[src/rtl/cpu_loader_if.sv]
// cpu_loader_if: bundles every non-clock signal of cpu_loader.
//   UART side : rx_byte/received in, tx_byte/transmit out, is_transmitting in
//   CPU side  : cpu_tx_byte/cpu_transmit, cpu_raddr/cpu_waddr/cpu_dwrite/
//               cpu_write_en, cpu_halted in; cpu_go/startaddr/cpu_owns out
//   RAM side  : ram_raddr/ram_waddr/ram_dwrite/ram_write_en out, ram_dread in
// modport master is the loader; modport slave is everything around it.
interface cpu_loader_if #(parameter int addr_width = 9);
  logic [7:0]            rx_byte;
  logic                  received;
  logic                  is_transmitting;
  logic [7:0]            tx_byte;
  logic                  transmit;
  logic [7:0]            cpu_tx_byte;
  logic                  cpu_transmit;
  logic [addr_width-1:0] cpu_raddr;
  logic [addr_width-1:0] cpu_waddr;
  logic [7:0]            cpu_dwrite;
  logic                  cpu_write_en;
  logic                  cpu_halted;
  logic                  cpu_go;
  logic [addr_width-1:0] startaddr;
  logic [addr_width-1:0] ram_raddr;
  logic [addr_width-1:0] ram_waddr;
  logic [7:0]            ram_dwrite;
  logic                  ram_write_en;
  logic [7:0]            ram_dread;
  logic                  cpu_owns;

  modport master (
    input  rx_byte, received, is_transmitting,
    input  cpu_tx_byte, cpu_transmit, cpu_raddr, cpu_waddr, cpu_dwrite,
    input  cpu_write_en, cpu_halted, ram_dread,
    output tx_byte, transmit, cpu_go, startaddr,
    output ram_raddr, ram_waddr, ram_dwrite, ram_write_en, cpu_owns
  );

  modport slave (
    output rx_byte, received, is_transmitting,
    output cpu_tx_byte, cpu_transmit, cpu_raddr, cpu_waddr, cpu_dwrite,
    output cpu_write_en, cpu_halted, ram_dread,
    input  tx_byte, transmit, cpu_go, startaddr,
    input  ram_raddr, ram_waddr, ram_dwrite, ram_write_en, cpu_owns
  );
endinterface

[src/rtl/cpu_loader.sv]
// cpu_loader: serial monitor and RAM/UART-tx arbiter for the soft CPU.
//   clk   : system clock, rising edge
//   rst   : asynchronous reset, active low
//   bus   : cpu_loader_if.master (UART, CPU and RAM signals)
// Host commands (one byte per received strobe, addr = {hi, lo}):
//   'L' hi lo n data...  write n bytes (n=0 -> 256), reply 0x06
//   'R' hi lo            reply RAM[addr]
//   'G' hi lo            start CPU at addr, reply 'H' when it halts
//   other                reply '?'
// addr_width must be 9..16 and must match the interface instance.
module cpu_loader #(
  parameter int addr_width = 9
) (
  input  logic           clk,
  input  logic           rst,
  cpu_loader_if.master   bus
);

  typedef enum logic [3:0] {
    S_IDLE, S_AHI, S_ALO, S_CNT, S_DATA,
    S_RD1, S_RD2, S_RDCAP, S_GO, S_RUN, S_TXW
  } state_t;

  localparam logic [7:0] CMD_L = 8'h4C;
  localparam logic [7:0] CMD_R = 8'h52;
  localparam logic [7:0] CMD_G = 8'h47;
  localparam logic [7:0] ACK   = 8'h06;
  localparam logic [7:0] NAK   = 8'h3F;
  localparam logic [7:0] HLT   = 8'h48;

  state_t                state;
  logic [7:0]            cmd;
  logic [addr_width-1:0] addr;
  logic [8:0]            cnt;       // 9 bits so n=0 can mean 256
  logic [addr_width-1:0] l_raddr;
  logic [addr_width-1:0] l_waddr;
  logic [7:0]            l_dwrite;
  logic                  l_we;
  logic [7:0]            l_tx_byte; // doubles as the pending reply byte
  logic                  l_transmit;
  logic                  go_r;
  logic [addr_width-1:0] startaddr_r;
  logic                  owns;

  always_ff @(posedge clk or negedge rst) begin
    if (!rst) begin
      state       <= S_IDLE;
      cmd         <= '0;
      addr        <= '0;
      cnt         <= '0;
      l_raddr     <= '0;
      l_waddr     <= '0;
      l_dwrite    <= '0;
      l_we        <= 1'b0;
      l_tx_byte   <= '0;
      l_transmit  <= 1'b0;
      go_r        <= 1'b0;
      startaddr_r <= '0;
      owns        <= 1'b0;
    end else begin
      // one-cycle strobes
      l_we       <= 1'b0;
      l_transmit <= 1'b0;
      go_r       <= 1'b0;
      unique case (state)
        S_IDLE: if (bus.received) begin
          cmd <= bus.rx_byte;
          if (bus.rx_byte == CMD_L || bus.rx_byte == CMD_R || bus.rx_byte == CMD_G)
            state <= S_AHI;
          else begin
            l_tx_byte <= NAK;
            state     <= S_TXW;
          end
        end
        S_AHI: if (bus.received) begin
          // truncating cast keeps only the hi bits that fit the address
          addr  <= addr_width'({bus.rx_byte, 8'h00});
          state <= S_ALO;
        end
        S_ALO: if (bus.received) begin
          addr <= {addr[addr_width-1:8], bus.rx_byte};
          if (cmd == CMD_L)      state <= S_CNT;
          else if (cmd == CMD_R) state <= S_RD1;
          else begin
            // ownership and go rise on the same edge
            startaddr_r <= {addr[addr_width-1:8], bus.rx_byte};
            go_r        <= 1'b1;
            owns        <= 1'b1;
            state       <= S_GO;
          end
        end
        S_CNT: if (bus.received) begin
          cnt   <= (bus.rx_byte == 8'h00) ? 9'd256 : {1'b0, bus.rx_byte};
          state <= S_DATA;
        end
        S_DATA: if (bus.received) begin
          l_waddr  <= addr;
          l_dwrite <= bus.rx_byte;
          l_we     <= 1'b1;
          addr     <= addr + 1'b1;   // wraps modulo 2^addr_width
          cnt      <= cnt - 1'b1;
          if (cnt == 9'd1) begin
            l_tx_byte <= ACK;
            state     <= S_TXW;
          end
        end
        S_RD1: begin
          l_raddr <= addr;
          state   <= S_RD2;
        end
        S_RD2:   state <= S_RDCAP;
        S_RDCAP: begin
          l_tx_byte <= bus.ram_dread;
          state     <= S_TXW;
        end
        S_GO:  state <= S_RUN;
        S_RUN: if (bus.cpu_halted) begin
          // received in this cycle is dropped; halt wins
          owns      <= 1'b0;
          l_tx_byte <= HLT;
          state     <= S_TXW;
        end
        S_TXW: if (!bus.is_transmitting) begin
          l_transmit <= 1'b1;
          state      <= S_IDLE;
        end
        default: state <= S_IDLE;
      endcase
    end
  end

  // Combinational mux on the current owner; a CPU write in the halt cycle
  // still passes because owns only drops after that edge.
  assign bus.ram_raddr    = owns ? bus.cpu_raddr    : l_raddr;
  assign bus.ram_waddr    = owns ? bus.cpu_waddr    : l_waddr;
  assign bus.ram_dwrite   = owns ? bus.cpu_dwrite   : l_dwrite;
  assign bus.ram_write_en = owns ? bus.cpu_write_en : l_we;
  assign bus.tx_byte      = owns ? bus.cpu_tx_byte  : l_tx_byte;
  assign bus.transmit     = owns ? bus.cpu_transmit : l_transmit;
  assign bus.cpu_go       = go_r;
  assign bus.startaddr    = startaddr_r;
  assign bus.cpu_owns     = owns;

endmodule

[src/flat_wrapper.sv]
// flat-port wrapper written by rule: the top's interface ports become plain ports
module cpu_loader_flat 
#(
  parameter int addr_width = 9
)
  (clk, rst, bus_rx_byte, bus_received, bus_is_transmitting, bus_cpu_tx_byte, bus_cpu_transmit, bus_cpu_raddr, bus_cpu_waddr, bus_cpu_dwrite, bus_cpu_write_en, bus_cpu_halted, bus_ram_dread, bus_tx_byte, bus_transmit, bus_cpu_go, bus_startaddr, bus_ram_raddr, bus_ram_waddr, bus_ram_dwrite, bus_ram_write_en, bus_cpu_owns);
  cpu_loader_if #(.addr_width(addr_width)) bus_i ();
  input  logic clk;
  input  logic rst;
  input wire logic [$bits(bus_i.rx_byte)-1:0] bus_rx_byte;
  input wire logic [$bits(bus_i.received)-1:0] bus_received;
  input wire logic [$bits(bus_i.is_transmitting)-1:0] bus_is_transmitting;
  input wire logic [$bits(bus_i.cpu_tx_byte)-1:0] bus_cpu_tx_byte;
  input wire logic [$bits(bus_i.cpu_transmit)-1:0] bus_cpu_transmit;
  input wire logic [$bits(bus_i.cpu_raddr)-1:0] bus_cpu_raddr;
  input wire logic [$bits(bus_i.cpu_waddr)-1:0] bus_cpu_waddr;
  input wire logic [$bits(bus_i.cpu_dwrite)-1:0] bus_cpu_dwrite;
  input wire logic [$bits(bus_i.cpu_write_en)-1:0] bus_cpu_write_en;
  input wire logic [$bits(bus_i.cpu_halted)-1:0] bus_cpu_halted;
  input wire logic [$bits(bus_i.ram_dread)-1:0] bus_ram_dread;
  output wire logic [$bits(bus_i.tx_byte)-1:0] bus_tx_byte;
  output wire logic [$bits(bus_i.transmit)-1:0] bus_transmit;
  output wire logic [$bits(bus_i.cpu_go)-1:0] bus_cpu_go;
  output wire logic [$bits(bus_i.startaddr)-1:0] bus_startaddr;
  output wire logic [$bits(bus_i.ram_raddr)-1:0] bus_ram_raddr;
  output wire logic [$bits(bus_i.ram_waddr)-1:0] bus_ram_waddr;
  output wire logic [$bits(bus_i.ram_dwrite)-1:0] bus_ram_dwrite;
  output wire logic [$bits(bus_i.ram_write_en)-1:0] bus_ram_write_en;
  output wire logic [$bits(bus_i.cpu_owns)-1:0] bus_cpu_owns;
  assign bus_i.rx_byte = bus_rx_byte;
  assign bus_i.received = bus_received;
  assign bus_i.is_transmitting = bus_is_transmitting;
  assign bus_i.cpu_tx_byte = bus_cpu_tx_byte;
  assign bus_i.cpu_transmit = bus_cpu_transmit;
  assign bus_i.cpu_raddr = bus_cpu_raddr;
  assign bus_i.cpu_waddr = bus_cpu_waddr;
  assign bus_i.cpu_dwrite = bus_cpu_dwrite;
  assign bus_i.cpu_write_en = bus_cpu_write_en;
  assign bus_i.cpu_halted = bus_cpu_halted;
  assign bus_i.ram_dread = bus_ram_dread;
  assign bus_tx_byte = bus_i.tx_byte;
  assign bus_transmit = bus_i.transmit;
  assign bus_cpu_go = bus_i.cpu_go;
  assign bus_startaddr = bus_i.startaddr;
  assign bus_ram_raddr = bus_i.ram_raddr;
  assign bus_ram_waddr = bus_i.ram_waddr;
  assign bus_ram_dwrite = bus_i.ram_dwrite;
  assign bus_ram_write_en = bus_i.ram_write_en;
  assign bus_cpu_owns = bus_i.cpu_owns;
  cpu_loader #(.addr_width(addr_width)) u_core (.clk(clk), .rst(rst), .bus(bus_i));
endmodule
[config.mk]
export PLATFORM = sky130hd
export DESIGN_NAME = cpu_loader_flat
export DESIGN_NICKNAME = d
export VERILOG_FILES = /design/src/rtl/cpu_loader_if.sv /design/src/rtl/cpu_loader.sv /design/src/flat_wrapper.sv
export SDC_FILE = /design/constraint.sdc
export NUM_CORES = 1
export LEC_CHECK = 0
export ABC_AREA = 1
export CORE_MARGIN = 3
export CORE_UTILIZATION = 45
export DETAILED_ROUTE_END_ITERATION = 16
export PLACE_DENSITY = 0.76
export SLEW_MARGIN = 15
export SYNTH_ARGS = -nofsm -noshare
export SYNTH_HDL_FRONTEND = slang
export SYNTH_SLANG_ARGS = --single-unit
export TNS_END_PERCENT = 10
[constraint.sdc]
create_clock -name clk -period 1.5 [get_ports clk]
set_clock_uncertainty 0.05 [all_clocks]
set_input_delay 0.3 -clock clk [delete_from_list [all_inputs] [get_ports clk]]
set_output_delay 0.3 -clock clk [all_outputs]
set_load 0.01 [all_outputs]
# Word-level counts from Yosys, hierarchy flattened
# Index checks and enable logic that the tools add are counted.
# W data, S select, Z words.
[word_totals] register_bits=77 latchBits=0 ramBits=0 rom_bits=0 in_bits=57 word_cells=109 mem_count=0
[classes] addsub=2 mul=0 div=0 magnitude_cmp=0 eq_ne=27 shifts=0 muxes=45 n_bitwise=3 n_reduce_logical=18
[op_table] operator="$mux W8" count=8
[op_table] operator="$mux W9" count=7
[op_table] operator="$mux W4" count=11
[op_table] operator="$pmux W4 S11" count=1
[op_table] operator="$eq A8 B7 Y1 const B" count=5
[op_table] operator="$pmux W8 S4" count=1
[op_table] operator="$pmux W9 S3" count=1
[op_table] operator="$ne A2 B2 Y1 const B" count=10
[op_table] operator="$pmux W9 S2" count=1
[op_table] operator="$eq A4 B3 Y1 const B" count=4
[op_table] operator="$mux W1" count=14
[op_table] operator="$eq A4 B4 Y1 const B" count=3
[op_table] operator="$reduce_and A4 Y1" count=3
[op_table] operator="$add A9 B1 Y9 const B" count=1
[op_table] operator="$eq A9 B1 Y1 const B" count=1
[op_table] operator="$sub A9 B1 Y9 const B" count=1
[op_table] operator="$eq A4 B2 Y1 const B" count=2
[op_table] operator="$logic_not A8 Y1" count=1
[op_table] operator="$reduce_and A8 Y1" count=1
[op_table] operator="$reduce_and A6 Y1" count=1
[op_table] operator="$reduce_bool A2 Y1" count=3
[op_table] operator="$reduce_and A5 Y1" count=1
[op_table] operator="$eq A4 B1 Y1 const B" count=1
[op_table] operator="$logic_not A4 Y1" count=1
[op_table] operator="8 further kinds" count=12

# Depth between registers and ports, before layout
# Gate-level depths: netlist (run 1).
[depth] depth_word=6 ltp_mapped=10 mapped_depth_nobuf=9

# Worst setup path after synthesis (run 1)
# Ideal clock, no wire load.
[synth_timing] path_kind="reg-to-output" start="register u_core.owns, in the netlist u_core.bus.cpu_owns" end="output bus_ram_dwrite[0]" t_arrival_ns=1.144 required_time_ns=1.150 slack_ns=0.006 stages_incl_launch_ff=5 path_buffers=2 cell_sequence="dfrtp_1 > clkbuf_1 > clkbuf_1 > nand2_1 > nand2_1"
[synth_between] elab_chain_len=1
[synth_lines] item="from (decl)" line="cpu_loader.sv:43" rtl="logic owns;"
[synth_lines] item="from (signal assigned)" line="cpu_loader.sv:59" rtl="owns <= 1'b0;"
[synth_lines] item="from (signal assigned)" line="cpu_loader.sv:88" rtl="owns <= 1'b1;"
[synth_lines] item="from (signal assigned)" line="cpu_loader.sv:119" rtl="owns <= 1'b0;"
[synth_lines] item="$mux W8" line="cpu_loader.sv:136" rtl="assign bus.ram_dwrite = owns ? bus.cpu_dwrite : l_dwrite;"
[synth_lines] item="to (decl)" line="flat_wrapper.sv:27" rtl="output wire logic [$bits(bus_i.ram_dwrite)-1:0] bus_ram_dwrite;"
# No other way between the ends.

# Worst setup path in the final report (run 1)
[layout_timing] start="register u_core.owns, in the netlist u_core.bus.cpu_owns" end="output bus_ram_waddr[6]"
[layout_between] elab_chain_len=1
[layout_lines] item="$mux W9" line="cpu_loader.sv:135" rtl="assign bus.ram_waddr = owns ? bus.cpu_waddr : l_waddr;"
[layout_lines] item="to (decl)" line="flat_wrapper.sv:26" rtl="output wire logic [$bits(bus_i.ram_waddr)-1:0] bus_ram_waddr;"
# No other way between the ends.

==> impl_metrics.env, run 1 <==
export IMPL_slew_headroom_pct=70.9
export IMPL_arrival_ns=1.32
export IMPL_fmax_mhz=600
export IMPL_max_stage_delay_ns=0.40
export IMPL_tightest_slew_ns=0.436
export IMPL_synthToLayoutAreaGrowth_pct=42.7
export IMPL_slew_viol_final=0
export IMPL_synth_area_per_cell_um2=7.20
export IMPL_path_class="flip-flop to output pin"
export IMPL_hold_violations=0
export IMPL_violations="negative setup slack"
export IMPL_final_cell_count_no_fill=896
export IMPL_internal_power_uw=6230
export IMPL_power_share_clock_pct=13.4
export IMPL_worstPathCellList="buf_4, buf_12, nand2_1, nand2_1, buf_2"
export IMPL_swShare_pct=43.4
export IMPL_fp_coreArea_um2=9280
export IMPL_cts_max_level=3
export IMPL_syn_inst=602
export IMPL_drt_iter0_markers=246
export IMPL_status="finished with violations"
export IMPL_rows=35
export IMPL_fin_crit_ns=1.67
export IMPL_num_vias=4572
export IMPL_dpl_cell_area_um2=5890
export IMPL_setup_slack_ns=-0.167
export IMPL_avgViaCountPerCell=5.10
export IMPL_ys_seq_elements=77
export IMPL_crit_top_cell="nand2_1"
export IMPL_fin_area_um2=6190
export IMPL_p_per_area_nw_per_um2=1780
export IMPL_ant_nets=0
export IMPL_die_y_um=104
export IMPL_io_pin_count=104
export IMPL_antennaDiodeCount=0
export IMPL_combPwrFrac_pct=54.3
export IMPL_grt_max_degree=35
export IMPL_rsz0062_at_grt="true"
export IMPL_grt_total_usage_pct=24.2
export IMPL_cpMaxStageDelayCell="dfrtp_1"
export IMPL_cp_required_ns=1.15
export IMPL_yosysWarnings=0
export IMPL_first_global_vias=4431
export IMPL_die_w_um=104
export IMPL_synthesis_nets=662
export IMPL_worst_setup_path_start_kind="flip-flop"
export IMPL_cts_tree="yes"
export IMPL_place_congestion=0.884
export IMPL_cts_made_buffers=9
export IMPL_portBuffers=103
export IMPL_seq_power_share_pct=32.3
export IMPL_dpl_cell_count=872
export IMPL_cts_max_path_buffers=2
export IMPL_wire_per_inst_um=14.1
export IMPL_end_kind="output pin"
export IMPL_grt_pass1_wl_mm=21.4
export IMPL_min_path_type="input pin to asynchronous set/reset pin"
export IMPL_drive_gt1_share_pct=23.9
export IMPL_total_power_uw=11000
export IMPL_yosysUniqueCellTypes=34
export IMPL_drtPass1Iterations=4
export IMPL_leakagePower_uw=0.00323
export IMPL_clkTransAtPathRegs_ns=0.08
export IMPL_place_hpwl_mm=9.50
export IMPL_initial_utilization_pct=46.7
export IMPL_root_buffer="clkbuf_8"
export IMPL_grt_ovfl_total=0
export IMPL_cts_sinks=77
export IMPL_die_area_um2=10800
export IMPL_clock_latency_ns=0.36
export IMPL_syn_cell_area_um2=4340
export IMPL_routed_wl_mm=12.7
export IMPL_drc=0
export IMPL_ir_drop_uv=869
export IMPL_max_cap_viol_count=0
export IMPL_ys_seq_area_share_pct=44.4
export IMPL_final_setup_viol_count=50
export IMPL_net_switching_power_uw=4780
export IMPL_path_max_fanout=25
export IMPL_nets=823
export IMPL_antenna_found_initial=0
export IMPL_post_route_period_util_pct=111
synth_stat cells, drive strengths merged:
| library cell | instances | area (um^2) |
|---|---|---|
| a21oi | 5 | 47.5 |
| a22oi | 2 | 15.0 |
| a31oi | 3 | 18.8 |
| and2 | 1 | 6.26 |
| buf | 9 | 62.6 |
| clkbuf | 10 | 37.5 |
| dfrtp | 77 | 1930 |
| ha | 3 | 37.5 |
| inv | 52 | 198 |
| nand2 | 268 | 1040 |
| nand3 | 36 | 190 |
| nand3b | 1 | 7.51 |
| nand4 | 11 | 83.8 |
| nor2 | 45 | 218 |
| nor3 | 8 | 40.0 |
| nor3b | 1 | 12.5 |
| o211ai | 2 | 15.0 |
| o21ai | 65 | 359 |
| o22ai | 2 | 12.5 |
| xor2 | 1 | 8.76 |
metal layers:
layer,vias up,GRT usage [%],wire length (um)
li1,2236,-,-
met1,2178,30.5,5480
met2,132,41.6,6250
met3,26,5.34,622
met4,0,7.69,327
met5,-,0,0
final timing paths:
check	start	to	slack [ns]	depth (start not counted)
setup / recovery	u_core.bus.cpu_owns$_DFFE_PN0P_	bus_ram_waddr[6]	-0.17	5
hold / removal	rst	u_core.bus.startaddr[6]$_DFFE_PN0P_	0.37	2
setup reg to reg	u_core.state[0]$_DFFE_PN0P_	u_core.l_tx_byte[1]$_DFFE_PN0P_	-0.08	8
hold reg to reg	u_core.bus.startaddr[4]$_DFFE_PN0P_	u_core.bus.startaddr[4]$_DFFE_PN0P_	0.44	2
max in group asynchronous	rst	u_core.cnt[4]$_DFFE_PN0P_	0.51	3
min in group clk	u_core.bus.startaddr[4]$_DFFE_PN0P_	u_core.bus.startaddr[4]$_DFFE_PN0P_	0.44	2
final cells by class:
| cell class | count | area (um^2) |
|---|---|---|
| clock buffer | 10 | 138 |
| clock inverter | 5 | 42.5 |
| fill | 809 | 3100 |
| inverter | 52 | 205 |
| multi-input combinational | 454 | 2220 |
| sequential | 77 | 1930 |
| tap | 129 | 161 |
| timing repair buffer | 169 | 1490 |
power groups by stage:
stage                     Combinational (uW)  Sequential, uW  Clock (uW)
final                                   5980            3560        1480
after global routing                    6670            3640        1610
after CTS                               5960            3520        1500
after detailed placement                5720            3520           0
after global placement                  5530            3490           0
after floorplan                         3210            3450           0
sequential cells by signal (all words and copies together), names as in the netlist:
signal and cells:
u_core.bus.cpu_go 1, u_core.addr 9, u_core.cnt 9, u_core.state 4, u_core.cmd 8, u_core.bus.cpu_owns 1
u_core.l_transmit 1, u_core.l_dwrite 8, u_core.l_raddr 9, u_core.l_we 1, u_core.bus.startaddr 9, u_core.l_waddr 9
u_core.l_tx_byte 8
placed cells by master (no fill, tap or decap), types with 10 or more instances in the layout:
cell type	Yosys	routed
nand3_1	34	33
clkdlybuf4s50_1	0	55
clkbuf_8	0	10
o21ai_1	2	12
o21ai_0	54	44
dfrtp_1	77	75
dlygate4sd2_1	0	10
buf_2	5	32
nand2_2	1	19
inv_1	44	44
buf_6	2	10
nor2_1	37	34
buf_4	2	53
nand4_1	10	10
nand2_1	263	240
kinds of logic (layout without fill, tap and decap cells):
logic type / after synthesis / count (layout) / share of synthesized area (%)
adder cells (fa/ha/maj): 3 / 3 / 0.866
AO/OA/AOI/OAI: 79 / 79 / 10.8
flip-flops: 77 / 77 / 44.4
AND/OR/NAND/NOR: 371 / 371 / 36.8
XOR/XNOR: 1 / 1 / 0.202
buffers and inverters: 71 / 236 / 6.87
stage by stage:
step / hold WS, ns / setup WS [ns] / util [%] / TNS (ns)
finish: 0.367 / -0.167 / 66.7 / -5.82
global route: 0.399 / -0.231 / 66.7 / -11.36
CTS: 0.373 / -0.250 / 66.2 / -6.46
detailed placement: 0.219 / -0.337 / 63.5 / -19.04
global placement: 0.215 / -0.269 / 63.5 / -16.77
floorplan: -0.0456 / 0.00605 / - / 0
critical path, delay by kind of cell, from the launching register on:
kind / cells / cell delay, ns
buffers and inverters: 3 / 0.44
flip-flops: 1 / 0.40
AND/OR/NAND/NOR: 2 / 0.12
timing repair:
item / 4_1_cts / 5_1_grt
hold buffers: 1 / 0
hold endpoints to repair: 28 / 0
pin swaps: 6 / 6
cloned: 4 / 0
gates resized for setup: 195 / 31
setup endpoints to repair: 88 / 104
buffers inserted: 5 / 0
No activity file was read; power rests on OpenSTA's default activity.
==> run 2: changes to the inputs <==
Settings changed: REMOVE_ABC_BUFFERS set to 1.
==> impl_metrics.env, run 2 (synthesis results as in run 1) <==
export IMPL_status="finished with violations"
export IMPL_violations="negative setup slack"
export IMPL_antenna_found_initial=0
export IMPL_ir_drop_uv=899
export IMPL_max_cap_viol_count=0
export IMPL_min_path_type="input pin to asynchronous set/reset pin"
export IMPL_fin_area_um2=6090
export IMPL_cts_max_path_buffers=2
export IMPL_layout_commonest_cell="nand2_1"
export IMPL_antennaDiodeCount=0
export IMPL_die_w_um=104
export IMPL_avgViaCountPerCell=5.01
export IMPL_place_congestion=0.940
export IMPL_grt_total_usage_pct=23.6
export IMPL_cp_required_ns=1.15
export IMPL_fin_crit_ns=1.75
export IMPL_grt_pass1_wl_mm=21.0
export IMPL_ant_nets=0
export IMPL_end_kind="output pin"
export IMPL_cts_tree="yes"
export IMPL_portBuffers=103
export IMPL_leakagePower_uw=0.00314
export IMPL_cts_max_level=3
export IMPL_rrSetupSlack_ns=-0.10
export IMPL_worst_setup_path_start_kind="flip-flop"
export IMPL_drt_iter0_markers=303
export IMPL_path_class="flip-flop to output pin"
export IMPL_arrival_ns=1.40
export IMPL_initial_utilization_pct=46.7
export IMPL_clkTransAtPathRegs_ns=0.08
export IMPL_first_global_vias=4465
export IMPL_setup_slack_ns=-0.255
export IMPL_post_route_period_util_pct=117
export IMPL_cts_made_buffers=9
export IMPL_wire_per_inst_um=14.2
export IMPL_nets=814
export IMPL_rows=35
export IMPL_place_hpwl_mm=9.04
export IMPL_path_max_fanout=12
export IMPL_io_pin_count=104
export IMPL_routed_wl_mm=12.6
export IMPL_p_per_area_nw_per_um2=1800
export IMPL_die_area_um2=10800
export IMPL_die_y_um=104
export IMPL_grt_ovfl_total=0
export IMPL_drive_gt1_share_pct=21.6
export IMPL_dpl_cell_area_um2=5840
export IMPL_num_vias=4453
export IMPL_drc=0
export IMPL_rsz0062_at_grt="true"
export IMPL_fmax_mhz=570
export IMPL_tightest_slew_ns=0.418
export IMPL_setup_tns_final_ns=-7.48
export IMPL_fp_coreArea_um2=9280
export IMPL_hold_violations=0
export IMPL_cts_sinks=77
export IMPL_grt_max_degree=32
export IMPL_clock_latency_ns=0.34
export IMPL_most_common_layout_cells="nand2_1 (255), dfrtp_1 (74), clkdlybuf4s50_1 (55)"
export IMPL_slew_headroom_pct=72.1
export IMPL_final_setup_viol_count=45
export IMPL_root_buffer="clkbuf_8"
export IMPL_drtPass1Iterations=6
export IMPL_synthToLayoutAreaGrowth_pct=40.5
export IMPL_slew_viol_final=0
==> run 2: layout make-up <==
| class | instances | area (um^2) |
|---|---|---|
| Clock buffer | 11 | 141 |
| Tap cell | 129 | 161 |
| Fill cell | 836 | 3190 |
| Sequential cell | 77 | 1930 |
| Clock inverter | 5 | 58.8 |
| Inverter | 52 | 208 |
| Multi-Input combinational cell | 454 | 2200 |
| Timing Repair Buffer | 160 | 1390 |
==> run 2: report_power, final <==
part           switching (uW)  leakage, uW  total (uW)  internal [uW]
clock                     797    0.0000959        1620            819
sequential                597     0.000988        3520           2920
combinational            3320      0.00206        5850           2530
==> run 2: through the flow <==
step	total power [uW]	setup slack, ns	hold slack (ns)	util (%)	cells
after floorplan	6550	-0.391	-0.0456	-	583
after global placement	9010	-0.284	0.202	62.9	864
after detailed placement	9190	-0.389	0.209	62.9	864
after CTS	10800	-0.248	0.376	64.7	888
after global routing	11900	-0.301	0.395	65.6	888
final	11000	-0.255	0.367	65.6	888
==> run 2: worst paths after layout <==
path | endpoint | cells past startpoint | from
hold / removal | u_core.state[0]$_DFFE_PN0P_ | 2 | rst
setup / recovery | bus_ram_dwrite[4] | 6 | u_core.bus.cpu_owns$_DFFE_PN0P_
max in group asynchronous | u_core.addr[0]$_DFFE_PN0P_ | 3 | rst
setup reg to reg | u_core.l_tx_byte[0]$_DFFE_PN0P_ | 7 | u_core.state[0]$_DFFE_PN0P_
hold reg to reg | u_core.l_tx_byte[3]$_DFFE_PN0P_ | 2 | u_core.l_tx_byte[3]$_DFFE_PN0P_
min in group clk | u_core.l_tx_byte[3]$_DFFE_PN0P_ | 2 | u_core.l_tx_byte[3]$_DFFE_PN0P_
==> run 2: critical path, stage by stage (launching register included) <==
cell	delay [ns]
dfrtp_1	0.41
buf_6	0.15
buf_12	0.13
buf_12	0.14
nand2_1	0.05
nand2_1	0.05
buf_2	0.13
==> run 2: per-layer routing <==
layer	wire, um	global-route usage (%)
met5	0	0
met4	283	7.50
met3	697	4.16
met2	6420	41.4
met1	5240	29.4
==> run 2: repair_timing <==
item / CTS / global route
hold buffers: 1 / 0
gates cloned: 2 / 0
gates resized for setup: 176 / 34
pin swaps: 0 / 5
endpoints found under the setup margin: 109 / 108
buffers inserted: 5 / 1
hold endpoints to repair: 28 / 0
==> run 3: changes to the inputs <==
Settings changed: ABC_AREA 1 to unset, PLACE_DENSITY 0.76 to 0.77, SKIP_CTS_REPAIR_TIMING set to 1.
==> impl_metrics.env, run 3 <==
export IMPL_syn_inst=400
export IMPL_cts_sinks=77
export IMPL_root_buffer="clkbuf_8"
export IMPL_cts_made_buffers=9
export IMPL_portBuffers=103
export IMPL_avgViaCountPerCell=5.47
export IMPL_violations="negative setup slack"
export IMPL_place_hpwl_mm=8.65
export IMPL_most_common_layout_cells="dfrtp_1 (74), buf_4 (73), clkdlybuf4s50_1 (55)"
export IMPL_nets=640
export IMPL_total_power_uw=11000
export IMPL_timing_rr_start="u_core.cnt[5]$_DFFE_PN0P_"
export IMPL_synth_edf_count=0
export IMPL_power_share_clock_pct=15.0
export IMPL_max_stage_delay_ns=0.54
export IMPL_place_congestion=0.871
export IMPL_grt_pass1_wl_mm=18.2
export IMPL_ir_drop_uv=942
export IMPL_arrival_ns=2.50
export IMPL_r2r_end="u_core.state[1]$_DFFE_PN0P_"
export IMPL_cts_max_path_buffers=2
export IMPL_preCtsSetupSlack_ns=-1.16
export IMPL_fin_area_um2=6380
export IMPL_fin_crit_ns=2.30
export IMPL_leakagePower_uw=0.00306
export IMPL_ys_seq_area_share_pct=45.2
export IMPL_max_cap_viol_count=0
export IMPL_initial_utilization_pct=47.4
export IMPL_dpl_cell_area_um2=6060
export IMPL_post_route_period_util_pct=153
export IMPL_first_global_vias=3807
export IMPL_grt_total_usage_pct=22.2
export IMPL_wire_per_inst_um=16.9
export IMPL_rows=34
export IMPL_tightest_slew_ns=0.401
export IMPL_combPwrFrac_pct=53.5
export IMPL_yosysWarnings=0
export IMPL_whs_ns=0.255
export IMPL_swShare_pct=37.2
export IMPL_clock_latency_ns=0.37
export IMPL_ys_top_cells_by_area="dfrtp_1 (45%), mux2_2 (20%), o21ai_0 (4.7%), nor2_1 (2.4%), nand2_1 (2.1%)"
export IMPL_setup_tns_final_ns=-28.67
export IMPL_clkTransAtPathRegs_ns=0.09
export IMPL_num_vias=3887
export IMPL_yosys_most_used_dff="dfrtp_1"
export IMPL_die_y_um=103
export IMPL_worstPathCellList="or4_4, or3b_4, buf_6, a311oi_4, o21ai_1, o32a_1"
export IMPL_seq_power_share_pct=31.4
export IMPL_worst_setup_path_start_kind="flip-flop"
export IMPL_yosys_top_cells_count="dfrtp_1 (77), mux2_2 (77), o21ai_0 (40), nor2_1 (27), nand2_1 (24)"
export IMPL_fill_cells=656
export IMPL_min_path_type="input pin to asynchronous set/reset pin"
export IMPL_synth_top_area_cell="dfrtp_1"
export IMPL_io_pin_count=104
export IMPL_drive_gt1_share_pct=44.3
export IMPL_fmax_mhz=434
export IMPL_synth_top_cell_area_share_pct=45.2
export IMPL_yosysUniqueCellTypes=59
export IMPL_async_reset_ff_share_pct=100
export IMPL_p_per_area_nw_per_um2=1720
export IMPL_path_max_fanout=2
export IMPL_antenna_found_initial=0
export IMPL_synthToLayoutAreaGrowth_pct=49.7
export IMPL_end_kind="flip-flop"
export IMPL_routed_wl_mm=12.0
export IMPL_cts_max_level=3
export IMPL_hold_violations=0
export IMPL_final_setup_viol_count=109
export IMPL_slew_headroom_pct=72.9
export IMPL_ys_seq_elements=77
export IMPL_synth_area_per_cell_um2=10.6
export IMPL_cts_tree="yes"
export IMPL_layout_commonest_cell="dfrtp_1"
export IMPL_die_area_um2=10700
export IMPL_drtPass1Iterations=5
export IMPL_reg2reg_depth=6
export IMPL_syn_cell_area_um2=4260
export IMPL_status="finished with violations"
export IMPL_die_w_um=103
export IMPL_antennaDiodeCount=0
export IMPL_drc=0
export IMPL_path_class="flip-flop to flip-flop"
export IMPL_cpMaxStageDelayCell="or4_4"
export IMPL_grt_ovfl_total=0
export IMPL_rsz0062_at_grt="true"
export IMPL_rrSetupSlack_ns=-0.80
export IMPL_setup_slack_ns=-0.802
export IMPL_net_switching_power_uw=4080
export IMPL_slew_viol_final=0
export IMPL_cp_required_ns=1.70
export IMPL_ant_nets=0
export IMPL_internal_power_uw=6870
export IMPL_drt_iter0_markers=196
export IMPL_fp_coreArea_um2=8980
export IMPL_startpoint="u_core.cnt[5]$_DFFE_PN0P_"
export IMPL_grt_max_degree=66
==> run 3: changes by cell type after synthesis, sizes merged, moves of 18 or more <==
| cell | previous run | this run |
|---|---|---|
| inv | 52 | 17 |
| nand2 | 268 | 24 |
| mux2 | 0 | 77 |
| nor2 | 45 | 27 |
| nand3 | 36 | 6 |
| o21ai | 65 | 41 |
==> run 3: worst max path at each step <==
stage / end / slack (ns) / cells after the start
finish: u_core.state[1]$_DFFE_PN0P_ / -0.80 / 6
global route: u_core.state[1]$_DFFE_PN0P_ / -0.85 / 6
CTS: u_core.l_tx_byte[0]$_DFFE_PN0P_ / -0.81 / 5
detailed placement: u_core.l_tx_byte[0]$_DFFE_PN0P_ / -1.16 / 6
global placement: u_core.l_tx_byte[5]$_DFFE_PN0P_ / -1.16 / 6
floorplan: u_core.l_dwrite[0]$_DFFE_PN0P_ / -1.50 / 3
==> run 3: final cells by class <==
class | count | area, um^2 | area share [%]
Sequential cell | 77 | 1930 | 30.3
Clock buffer | 9 | 124 | 1.94
Inverter | 17 | 66.3 | 1.04
Clock inverter | 7 | 80.1 | 1.26
Tap cell | 126 | 158 | 2.47
Multi-Input combinational cell | 280 | 2320 | 36.5
Timing Repair Buffer | 195 | 1690 | 26.6
==> run 3: layer usage <==
layer	track usage (%)	vias up	share of wire (%)
met2	36.4	152	49
met5	0	-	0
li1	-	1819	-
met4	7.07	0	1.7
met1	29.2	1898	42
met3	5.10	18	7.1
==> run 3: critical path, delay by kind of cell, from the launching register on <==
kind,cells,cell delay (ns)
buf+inv,1,0.13
flops,1,0.39
simple gates,2,0.93
compound gates,3,0.70
==> run 3: through the flow <==
stage	instances	util (%)
floorplan	374	-
global placement	693	67.5
detailed placement	693	67.5
CTS	709	69.8
global route	711	71.0
finish	711	71.0
==> run 3: power by group through the flow <==
stage | Clock [uW] | Combinational, uW | Sequential [uW]
after floorplan | 0 | 2460 | 3630
after global placement | 0 | 5510 | 3350
after detailed placement | 0 | 5690 | 3420
after CTS | 1670 | 5730 | 3380
after global routing | 1760 | 6330 | 3540
final | 1650 | 5860 | 3440
==> run 3: cell families after synthesis <==
| group | count (synthesis) | share of synthesized area, % |
|---|---|---|
| AND/OR/NAND/NOR | 99 | 12.6 |
| AO/OA/AOI/OAI | 96 | 14.5 |
| multiplexers | 81 | 21.3 |
| flip-flops | 77 | 45.2 |
| buffers and inverters | 43 | 5.26 |
| adder cells (fa/ha/maj) | 3 | 0.881 |
| XOR/XNOR | 1 | 0.206 |
